[src/rtl/jk_bank_arbiter_if.sv]
// Command bus shared by the two requesters of jk_bank_arbiter.
// The master side issues commands. The slave side is the arbiter, which returns the accept strobes.
interface jk_bank_arbiter_if #(
  parameter int unsigned WIDTH = 8
);
  logic             req0_valid;
  logic [2:0]       req0_op;
  logic [WIDTH-1:0] req0_mask;
  logic             req0_ready;
  logic             req1_valid;
  logic [2:0]       req1_op;
  logic [WIDTH-1:0] req1_mask;
  logic             req1_ready;

  modport master (
    output req0_valid, req0_op, req0_mask,
    output req1_valid, req1_op, req1_mask,
    input  req0_ready, req1_ready
  );

  modport slave (
    input  req0_valid, req0_op, req0_mask,
    input  req1_valid, req1_op, req1_mask,
    output req0_ready, req1_ready
  );
endinterface

[src/rtl/jk_bank_arbiter.sv]
// Bank of WIDTH JK flip-flops shared by two round-robin arbitrated requesters.
// Each requester issues masked clear/set/toggle/pulse commands.
module jk_bank_arbiter #(
  parameter int unsigned WIDTH = 8
) (
  input  logic             clk,
  input  logic             async_rst,
  jk_bank_arbiter_if.slave req,
  output logic [WIDTH-1:0] q,
  output logic [WIDTH-1:0] q_bar,
  output logic             busy,
  output logic             grant_id,
  output logic [15:0]      acc_cnt,
  output logic             err
);

  localparam logic [2:0] OpHold   = 3'b000;
  localparam logic [2:0] OpClear  = 3'b001;
  localparam logic [2:0] OpSet    = 3'b010;
  localparam logic [2:0] OpToggle = 3'b011;
  localparam logic [2:0] OpPulse  = 3'b100;

  typedef enum logic {StIdle, StPulse2} state_e;

  state_e           state_q, state_d;
  logic             rr_q, rr_d;
  logic             grant_q, grant_d;
  logic [15:0]      acc_q, acc_d;
  logic             err_q, err_d;
  logic [WIDTH-1:0] pulse_mask_q, pulse_mask_d;
  logic [WIDTH-1:0] bank_q, bank_d;

  logic             ready0, ready1;
  logic [2:0]       sel_op;
  logic [WIDTH-1:0] sel_mask;
  logic [WIDTH-1:0] j, k;

  always_comb begin
    state_d      = state_q;
    rr_d         = rr_q;
    grant_d      = grant_q;
    acc_d        = acc_q;
    err_d        = err_q;
    pulse_mask_d = pulse_mask_q;
    ready0       = 1'b0;
    ready1       = 1'b0;
    sel_op       = req.req0_op;
    sel_mask     = req.req0_mask;
    j            = '0;
    k            = '0;

    case (state_q)
      StIdle: begin
        // The rr pointer only matters when both requesters contend.
        ready0 = req.req0_valid & (~req.req1_valid | ~rr_q);
        ready1 = req.req1_valid & (~req.req0_valid | rr_q);
        if (ready1) begin
          sel_op   = req.req1_op;
          sel_mask = req.req1_mask;
        end
        if (ready0 | ready1) begin
          acc_d   = acc_q + 16'd1;
          grant_d = ready1;
          rr_d    = ~ready1;
          case (sel_op)
            OpHold: begin
            end
            OpClear: k = sel_mask;
            OpSet:   j = sel_mask;
            OpToggle: begin
              j = sel_mask;
              k = sel_mask;
            end
            OpPulse: begin
              j            = sel_mask;
              k            = sel_mask;
              pulse_mask_d = sel_mask;
              state_d      = StPulse2;
            end
            // Illegal opcodes behave as HOLD but are flagged.
            default: err_d = 1'b1;
          endcase
        end
      end
      StPulse2: begin
        // Second toggle restores the pulsed bits.
        j       = pulse_mask_q;
        k       = pulse_mask_q;
        state_d = StIdle;
      end
      default: state_d = StIdle;
    endcase
  end

  // Standard JK next-state equation, applied per bit.
  assign bank_d = (j & ~bank_q) | (~k & bank_q);

  always_ff @(posedge clk or posedge async_rst) begin
    if (async_rst) begin
      state_q      <= StIdle;
      rr_q         <= 1'b0;
      grant_q      <= 1'b0;
      acc_q        <= 16'd0;
      err_q        <= 1'b0;
      pulse_mask_q <= '0;
      bank_q       <= '0;
    end else begin
      state_q      <= state_d;
      rr_q         <= rr_d;
      grant_q      <= grant_d;
      acc_q        <= acc_d;
      err_q        <= err_d;
      pulse_mask_q <= pulse_mask_d;
      bank_q       <= bank_d;
    end
  end

  assign req.req0_ready = ready0;
  assign req.req1_ready = ready1;
  assign q              = bank_q;
  assign q_bar          = ~bank_q;
  assign busy           = (state_q == StPulse2);
  assign grant_id       = grant_q;
  assign acc_cnt        = acc_q;
  assign err            = err_q;

endmodule
[src/flat_wrapper.sv]
// flat-port wrapper written by rule: the top's interface ports become plain ports
module jk_bank_arbiter_flat 
#(
  parameter int unsigned WIDTH = 8
)
  (clk, async_rst, q, q_bar, busy, grant_id, acc_cnt, err, req_req0_valid, req_req0_op, req_req0_mask, req_req1_valid, req_req1_op, req_req1_mask, req_req0_ready, req_req1_ready);
  jk_bank_arbiter_if #(.WIDTH(WIDTH)) req_i ();
  input  logic clk;
  input  logic async_rst;
  output logic [WIDTH-1:0] q;
  output logic [WIDTH-1:0] q_bar;
  output logic busy;
  output logic grant_id;
  output logic [15:0] acc_cnt;
  output logic err;
  input wire logic [$bits(req_i.req0_valid)-1:0] req_req0_valid;
  input wire logic [$bits(req_i.req0_op)-1:0] req_req0_op;
  input wire logic [$bits(req_i.req0_mask)-1:0] req_req0_mask;
  input wire logic [$bits(req_i.req1_valid)-1:0] req_req1_valid;
  input wire logic [$bits(req_i.req1_op)-1:0] req_req1_op;
  input wire logic [$bits(req_i.req1_mask)-1:0] req_req1_mask;
  output wire logic [$bits(req_i.req0_ready)-1:0] req_req0_ready;
  output wire logic [$bits(req_i.req1_ready)-1:0] req_req1_ready;
  assign req_i.req0_valid = req_req0_valid;
  assign req_i.req0_op = req_req0_op;
  assign req_i.req0_mask = req_req0_mask;
  assign req_i.req1_valid = req_req1_valid;
  assign req_i.req1_op = req_req1_op;
  assign req_i.req1_mask = req_req1_mask;
  assign req_req0_ready = req_i.req0_ready;
  assign req_req1_ready = req_i.req1_ready;
  jk_bank_arbiter #(.WIDTH(WIDTH)) u_core (.clk(clk), .async_rst(async_rst), .req(req_i), .q(q), .q_bar(q_bar), .busy(busy), .grant_id(grant_id), .acc_cnt(acc_cnt), .err(err));
endmodule
[config.mk]
export PLATFORM = sky130hd
export DESIGN_NAME = jk_bank_arbiter_flat
export DESIGN_NICKNAME = d
export VERILOG_FILES = /design/src/rtl/jk_bank_arbiter_if.sv /design/src/rtl/jk_bank_arbiter.sv /design/src/flat_wrapper.sv
export SDC_FILE = /design/constraint.sdc
export NUM_CORES = 1
export LEC_CHECK = 0
export ABC_CLOCK_PERIOD_IN_PS = 3940
export CAP_MARGIN = 30
export CORE_MARGIN = 3
export CORE_UTILIZATION = 30
export CTS_CLUSTER_DIAMETER = 30
export CTS_CLUSTER_SIZE = 10
export DETAILED_ROUTE_END_ITERATION = 7
export MAX_ROUTING_LAYER = met4
export SETUP_SLACK_MARGIN = 0.05
export SYNTH_ARGS = -nofsm -noshare
export SYNTH_HDL_FRONTEND = slang
export SYNTH_SLANG_ARGS = --single-unit
[constraint.sdc]
create_clock -name clk -period 3.94 [get_ports clk]
set_clock_uncertainty 0.1 [all_clocks]
set_input_delay 0.591 -clock clk [delete_from_list [all_inputs] [get_ports clk]]
set_output_delay 0.591 -clock clk [all_outputs]
set_load 0.02 [all_outputs]
==> run summary, run 1 <==
The run finished with clean final reports. The number of antenna diodes in the final layout is 0. In this run the clock root is driven by a sky130_fd_sc_hd__clkbuf_8. The wire length of the first global-routing pass was 7960 um. STA classifies the critical path startpoint as an input pin. The most frequent cell after synthesis is sky130_fd_sc_hd__dfrtp_1. The later pin in the worst-skew pair is clocked with a latency of 0.28 ns. The synthesized design contains 36 register bits.

Data on the critical path is required at its endpoint by 3.25 ns. Area of the die: 7320 sq um. The logs give 292 for the final layout net count and 0.376 ns for the worst hold slack.

The async set-reset flop share out of synthesis works out to 100%. The tools report the total of max-cap violations as 0. After detailed routing, the number of vias per cell comes to 4.89. For this configuration, the core starts out at a cell density of 31.5%. The worst min-delay path class is reg2reg.

63 I/O pins were placed. TritonCTS built the clock tree. The number of antenna violations at the first check in global routing is 0, and the iteration count of the initial detailed-routing pass is 4. Ranked by instance count, the synthesized netlist is headed by 36 x sky130_fd_sc_hd__dfrtp_1, 22 x sky130_fd_sc_hd__nand2_1, 15 x sky130_fd_sc_hd__inv_1, 14 x sky130_fd_sc_hd__nand3_1. The final worst-path cycle share is 77.0%, and the post-synthesis instance total is 200. The tools report the maximum number of buffers from clock root to sink as 2. The average wire per cell in the routed design came out at 13.6 um.

Gates resized during post-CTS repair numbered 0. Port buffering added 62 buffers. After detailed routing, the number of remaining DRC violations is 0. Clock-pin slew was measured on the worst setup and hold paths at 0.07 ns. The Yosys warning count was 0; the mean instance size in the synthesized netlist was 9.49 sq um. The initial DRC count came out at 100.

The number of buffers added by the clock tree synthesis step was 5. The synthesized netlist net count is 227. The buffer count from post-CTS setup fixing came out at 0. Of the post-synthesis cell area, the dominant cell type holds 47.5%.

The via count of the first global-routing pass was 1610. The sum of negative setup slack is 0 ns, and the routability-driven placement congestion ratio is 0.740. Global routing used 14.0% of the available tracks. The post-synthesis sequential area ratio is 47.5%.

After filler insertion, the fill cell instance count of the layout stands at 584. For the pin with the worst max-slew slack, the measured transition is 0.716 ns. Entering global routing, the biggest net connects 37 pins. Counting flops with a built-in enable in the synthesized netlist gives 0. The count of final hold-check violations is 0. The prevailing post-synth register cell is sky130_fd_sc_hd__dfrtp_1. The logs give 50.9% for the normalized max-slew margin and 3420 um for the final HPWL from detailed placement. The die height came out at 85.5 um.

The timing-limited maximum frequency is 0.330 GHz, and the die width is 85.5 um. Setup violations remaining at the end of the flow were counted as 0. The fraction of layout instances using a drive strength above 1 is 8.27%, and the maximum fanout along the worst path is 10. The data arrival time at the worst-slack endpoint was 2.34 ns; the final max-slew violation count was 0.

Once detail routing completed, the nets flagged for antenna violations numbered 0. Ranked by total cell area, the synthesized netlist is headed by sky130_fd_sc_hd__dfrtp_1 47%, sky130_fd_sc_hd__xnor2_1 5.1%, sky130_fd_sc_hd__nand2_1 4.4%. The region available for standard cell placement spans 6030 sq um.

Summed over all cells, the static leakage comes to 1.16 nW. Power per unit of standard cell area: 582 nW/um^2. The tools report the count of cell types in the netlist as 44.

The routed design has 4650 um of wire. The category of the worst setup path capture point was an output pin. The library cell with the largest summed area after synthesis is sky130_fd_sc_hd__dfrtp_1. The routed design could run at a clock period as short as 3.03 ns.

Clock tree synthesis found a total of 36 sinks. The worst-case vdd ir drop was 0.241 mV; the cell area after synthesis was 1900 sq um. The level count of the clock H-tree is 2. The run gives 28 as the row count. The start-to-end type of the worst setup path was in2out. The run gives 1667 as the total vias in the final route. The global route total overflow was 0.

Compared with the post-synthesis result, the final layout area differs by 42.3%. After clock tree synthesis, the flow added hold-fix buffers numbering 0. Setup repair after global routing left no endpoint under its margin. The tools report the slack of the worst reg-to-reg path as 1.89 ns.
-- layout make-up --
type / count / area (sq um) / area share (%)
Clock buffer: 6 / 72.6 / 2.69
Tap cell: 75 / 93.8 / 3.48
Timing Repair Buffer: 65 / 643 / 23.8
Multi-Input combinational cell: 139 / 887 / 32.9
Clock inverter: 2 / 35.0 / 1.30
Sequential cell: 36 / 901 / 33.4
Inverter: 18 / 67.6 / 2.50
-- stage by stage --
| stage | setup WS [ns] | instance area [sq um] | utilization (%) | total power, mW | cells |
|---|---|---|---|---|---|
| after floorplan | 2.06 | 1900 | - | 0.944 | 200 |
| after global placement | 0.928 | 2590 | 43.0 | 1.25 | 333 |
| after detailed placement | 0.920 | 2590 | 43.0 | 1.26 | 333 |
| after CTS | 0.898 | 2700 | 44.8 | 1.59 | 341 |
| after global routing | 0.788 | 2700 | 44.8 | 1.67 | 341 |
| final | 0.907 | 2700 | 44.8 | 1.57 | 341 |
-- sequential cells by signal (all words and copies together) (netlist names) --
signal / flops
u_core.grant_id: 1
u_core.busy: 1
u_core.q: 8
u_core.pulse_mask_q: 8
u_core.err: 1
u_core.acc_cnt: 16
u_core.rr_q: 1
-- worst max-delay path, cell delays in order --
cell	delay [ns]
sky130_fd_sc_hd__clkdlybuf4s50_1	0.49
sky130_fd_sc_hd__nand2b_1	0.33
sky130_fd_sc_hd__nand2_2	0.20
sky130_fd_sc_hd__nor2_1	0.12
sky130_fd_sc_hd__clkdlybuf4s50_1	0.62
-- where the power goes --
part | internal, mW | switching [mW] | total, mW
sequential | 0.477 | 0.110 | 0.586
combinational | 0.337 | 0.326 | 0.663
clock | 0.188 | 0.134 | 0.322
-- cells in the final DEF, fill, tap and decap left out, types with 2 or more instances in the layout --
cell type	instances
sky130_fd_sc_hd__a21boi_1	6
sky130_fd_sc_hd__a21oi_1	11
sky130_fd_sc_hd__a22o_1	8
sky130_fd_sc_hd__and2_1	3
sky130_fd_sc_hd__buf_4	3
sky130_fd_sc_hd__clkbuf_8	5
sky130_fd_sc_hd__clkdlybuf4s50_1	62
sky130_fd_sc_hd__dfrtp_1	36
sky130_fd_sc_hd__inv_1	15
sky130_fd_sc_hd__inv_2	3
sky130_fd_sc_hd__nand2_1	22
sky130_fd_sc_hd__nand2b_1	3
sky130_fd_sc_hd__nand3_1	14
sky130_fd_sc_hd__nand4_1	3
sky130_fd_sc_hd__nor2_1	4
sky130_fd_sc_hd__nor2b_1	8
sky130_fd_sc_hd__nor3_2	2
sky130_fd_sc_hd__o21ai_0	3
sky130_fd_sc_hd__o21ai_1	8
sky130_fd_sc_hd__o22ai_1	7
sky130_fd_sc_hd__or3b_1	2
sky130_fd_sc_hd__xnor2_1	11
sky130_fd_sc_hd__xor2_1	4
-- final timing paths --
kind,from,endpoint,cells past startpoint
min in group asynchronous,async_rst,u_core.acc_cnt[15],3
max in group asynchronous,async_rst,u_core.grant_id,3
setup / recovery,req_req0_valid,req_req1_ready,5
hold reg to reg,u_core.q[7],u_core.q[7],1
setup reg to reg,u_core.rr_q,u_core.pulse_mask_q[7],5
hold / removal,u_core.q[7],u_core.q[7],1
-- cell families (layout without fill, tap and decap cells) --
group	after synthesis	in the layout	synth area share, %
flip-flops	36	36	47.5
buffers and inverters	25	91	5.80
XOR/XNOR	15	15	6.92
AND/OR/NAND/NOR	67	67	18.9
multiplexers	2	2	1.32
adder cells (fa/ha/maj)	1	1	0.659
AO/OA/AOI/OAI	54	54	18.9
-- metal layers --
| layer | vias to the layer above | global-route usage [%] | part of all wire [%] |
|---|---|---|---|
| met2 | 58 | 20.8 | 46 |
| met5 | - | - | 0 |
| met4 | 0 | 3.31 | 0.45 |
| met3 | 2 | 3.84 | 5.8 |
| met1 | 780 | 19.1 | 48 |
| li1 | 827 | - | - |
Note: power is estimated with default switching activity, not from simulation.
==> run 2: changes to the inputs <==
--- a/config.mk
+++ b/config.mk
@@ -5,7 +5,7 @@
 export SDC_FILE = /design/constraint.sdc
 export NUM_CORES = 1
 export LEC_CHECK = 0
-export ABC_CLOCK_PERIOD_IN_PS = 3940
+export ABC_CLOCK_PERIOD_IN_PS = 2800
 export CAP_MARGIN = 30
 export CORE_MARGIN = 3
 export CORE_UTILIZATION = 30
==> constraint.sdc (replaced) <==
create_clock -name clk -period 2.8 [get_ports clk]
set_clock_uncertainty 0.1 [all_clocks]
set_input_delay 0.42 -clock clk [delete_from_list [all_inputs] [get_ports clk]]
set_output_delay 0.42 -clock clk [all_outputs]
set_load 0.02 [all_outputs]
==> run 2 against run 1 <==
Sequential power increased by 41%. Final area increased by 0.46%. Global-route usage up 1.1 points. Final cell count increased by 1.2%. Sequential share of layout area down 0.15 points. Worst setup slack got worse by 0.58 ns. Die area unchanged. Critical path type unchanged. Register-to-register slack lost 1.0 ns. First-iteration DRC count is 27% lower. Wire length grew 3.2%. Non-clock buffer count rose by 4.
==> run summary, run 2 (synthesis gave the netlist of run 1 again) <==
The run finished with clean final reports. Initial DRC count: 73 (-27%). The number of antenna cells inserted came out at 0 (unchanged). The number of buffers added on ports was 62 (unchanged); the quantity of hold-fixing buffers added after cts was 0 (unchanged). Power per unit of standard cell area: 793 nW/um^2 (+36%). For the number of buffers added by the clock tree synthesis step, the log shows 5 (unchanged). Setup repair after global routing left no endpoint under its margin. The most numerous cell on the critical path was sky130_fd_sc_hd__clkdlybuf4s50_1. The run gives 2710 sq um (+0.46%) as the area of all placed cells without fillers. The clock tree root driver cell is sky130_fd_sc_hd__clkbuf_8.

TritonCTS built the clock tree. The setup path with the least slack is of type in2out. The area taken by multi-input logic gates is 887 sq um (unchanged), and the final wirelength is 4800 um (+3.2%).

For the area of the die, the log shows 7320 sq um (unchanged). The run gives 1.95 ns (-0.39 ns) as the data arrival time at the worst-slack endpoint. The category of the worst setup path capture point was an output pin.

The sum of negative setup slack is 0 ns (unchanged). Among cell families on the critical path, the largest total delay comes from buffers and inverters. The die width works out to 85.5 um (unchanged).

The tools report the routability-driven placement congestion ratio as 0.767 (+3.7%). In this run the worst hold path is classified as reg2reg. The top cell types in the final layout, fill and taps aside, are 62 x sky130_fd_sc_hd__clkdlybuf4s50_1, 36 x sky130_fd_sc_hd__dfrtp_1, 22 x sky130_fd_sc_hd__nand2_1. The logs give 1664 (-0.18%) for the total vias in the final route and 0 (unchanged) for the number of remaining DRC errors.

The standard cell area after detailed placement came out at 2620 sq um (+1.2%). For the number of setup violations in the final report, the log shows 0 (unchanged). After layout, the worst path uses 88.4% of the clock period.

The logs give 37 (unchanged) for the largest net degree at the start of global routing and 28 (unchanged) for the row count. The area growth from synthesis to layout is 42.9%. Leaving out fill and tap cells, the most frequent cell in the layout is sky130_fd_sc_hd__clkdlybuf4s50_1. The delay of the slowest cell on the worst path is 0.63 ns (about the same). The time the worst path needs with I/O delays and setup is 2.47 ns, and the die height is 85.5 um (unchanged). Maximum number of buffers from clock root to sink: 2 (unchanged). The fraction of layout instances using a drive strength above 1 is 9.26% (+0.99 points), and the total of max-cap violations is 0 (unchanged).

The tools report the starting density of the core as 31.5% (unchanged). Sequential cell area: 901 sq um (unchanged). STA classifies the critical path startpoint as an input pin. The timing-limited maximum frequency was 0.404 GHz. The critical path goes through clkdlybuf4s50_1 > nand2_2 > nor2_1 > clkdlybuf4s50_1. Count of final hold-check violations: 0 (unchanged).

The final HPWL from detailed placement was 3530 um (+3.3%); the clock-pin transition on the worst setup and hold timing paths was 0.07 ns (about the same). The cell with the biggest individual delay on the critical path was sky130_fd_sc_hd__clkdlybuf4s50_1. The count of antenna-violating nets left after detailed routing is 0 (unchanged).

The I/O pin count was 63 (unchanged); the fill cell instance count of the final layout was 613 (+5.0%). The run gives 8490 um (+6.6%) as the wire length of the first global-routing pass. The logs give 0 (unchanged) for the global route total overflow and 2.28 ns (-0.97 ns) for the required time reported for the critical path endpoint. The number of vias per cell came out at 4.82 (-1.3%).

The tools report the all-layer global routing usage as 15.1% (+1.1 points). The worst-case vdd ir drop was 0.381 mV (+58%); the leakage dissipation was 1.17 nW (+0.87%). The number of sinks handled by clock tree synthesis came out at 36 (unchanged).

For the iteration count of the initial detailed-routing pass, the log shows 5 (+1). The final layout net count was 296 (+1.4%); the via count of the first global-routing pass was 1755 (+9.0%). The total core area is 6030 sq um (unchanged), and the count of buffering cells on the critical path with inverters included is 2 (unchanged). Number of gates given a new drive strength after cts: 0 (unchanged).

Transition time at the pin with the least slew margin: 0.728 ns (+0.0111 ns). The tools report the final max-slew violation count as 0 (unchanged). Maximum fanout along the worst path: 6 (-4).

The buffer count from post-CTS setup fixing came out at 0 (unchanged). The clock latency reported for the late side of the worst-skew pair was 0.28 ns (about the same). For the level count of the clock H-tree, the log shows 2 (unchanged).

The average wire per cell in the routed design was 13.9 um (+2.0%); the number of flip-flops in the largest register was 16 (unchanged). The number of antenna violations at the first check in global routing was 0 (unchanged); the normalized max-slew margin was 50.1% (-0.76 points).
[run 2: metrics by stage]
stage / setup WS, ns / hold WS [ns] / util [%] / std cells / total power [mW]
floorplan: 1.04 / 0.373 / - / 200 / 1.33
global placement: 0.240 / 0.365 / 43.5 / 337 / 1.78
detailed placement: 0.223 / 0.345 / 43.5 / 337 / 1.79
CTS: 0.316 / 0.375 / 45.0 / 345 / 2.18
global route: 0.212 / 0.397 / 45.0 / 345 / 2.31
finish: 0.325 / 0.375 / 45.0 / 345 / 2.15
[run 2: per-layer routing]
layer  wire [um]  vias to the layer above  track usage [%]  share of wire (%)
met5           0                        -                -                  0
met4          40                        0             4.75               0.83
met3         230                        4             3.07                4.8
met2        2250                       50             24.2                 47
met1        2280                      775             19.2                 47
li1            -                      835                -                  -
[run 2: power breakdown]
group | switching (mW) | internal (mW) | total, mW
registers | 0.158 | 0.671 | 0.829
logic | 0.462 | 0.481 | 0.944
clock network | 0.178 | 0.201 | 0.379
total | 0.799 | 1.35 | 2.15
[run 2: path summary, 6_finish.rpt]
path | start | endpoint | slack [ns] | cells after the start
worst max-delay path | req_req1_valid | req_req1_ready | 0.33 | 4
worst min-delay path | u_core.err | u_core.err | 0.37 | 1
worst max register to register | u_core.rr_q | u_core.pulse_mask_q[1] | 0.84 | 5
worst min register to register | u_core.err | u_core.err | 0.37 | 1
max in group asynchronous | async_rst | u_core.acc_cnt[9] | 1.82 | 3
min in group asynchronous | async_rst | u_core.acc_cnt[15] | 0.45 | 3
[run 2: cell type report]
class	instances	area share, %
inverter	18	2.49
multi-input combinational	139	32.7
tap	75	3.46
timing repair buffer	69	24.8
clock buffer	8	3.32
sequential	36	33.2
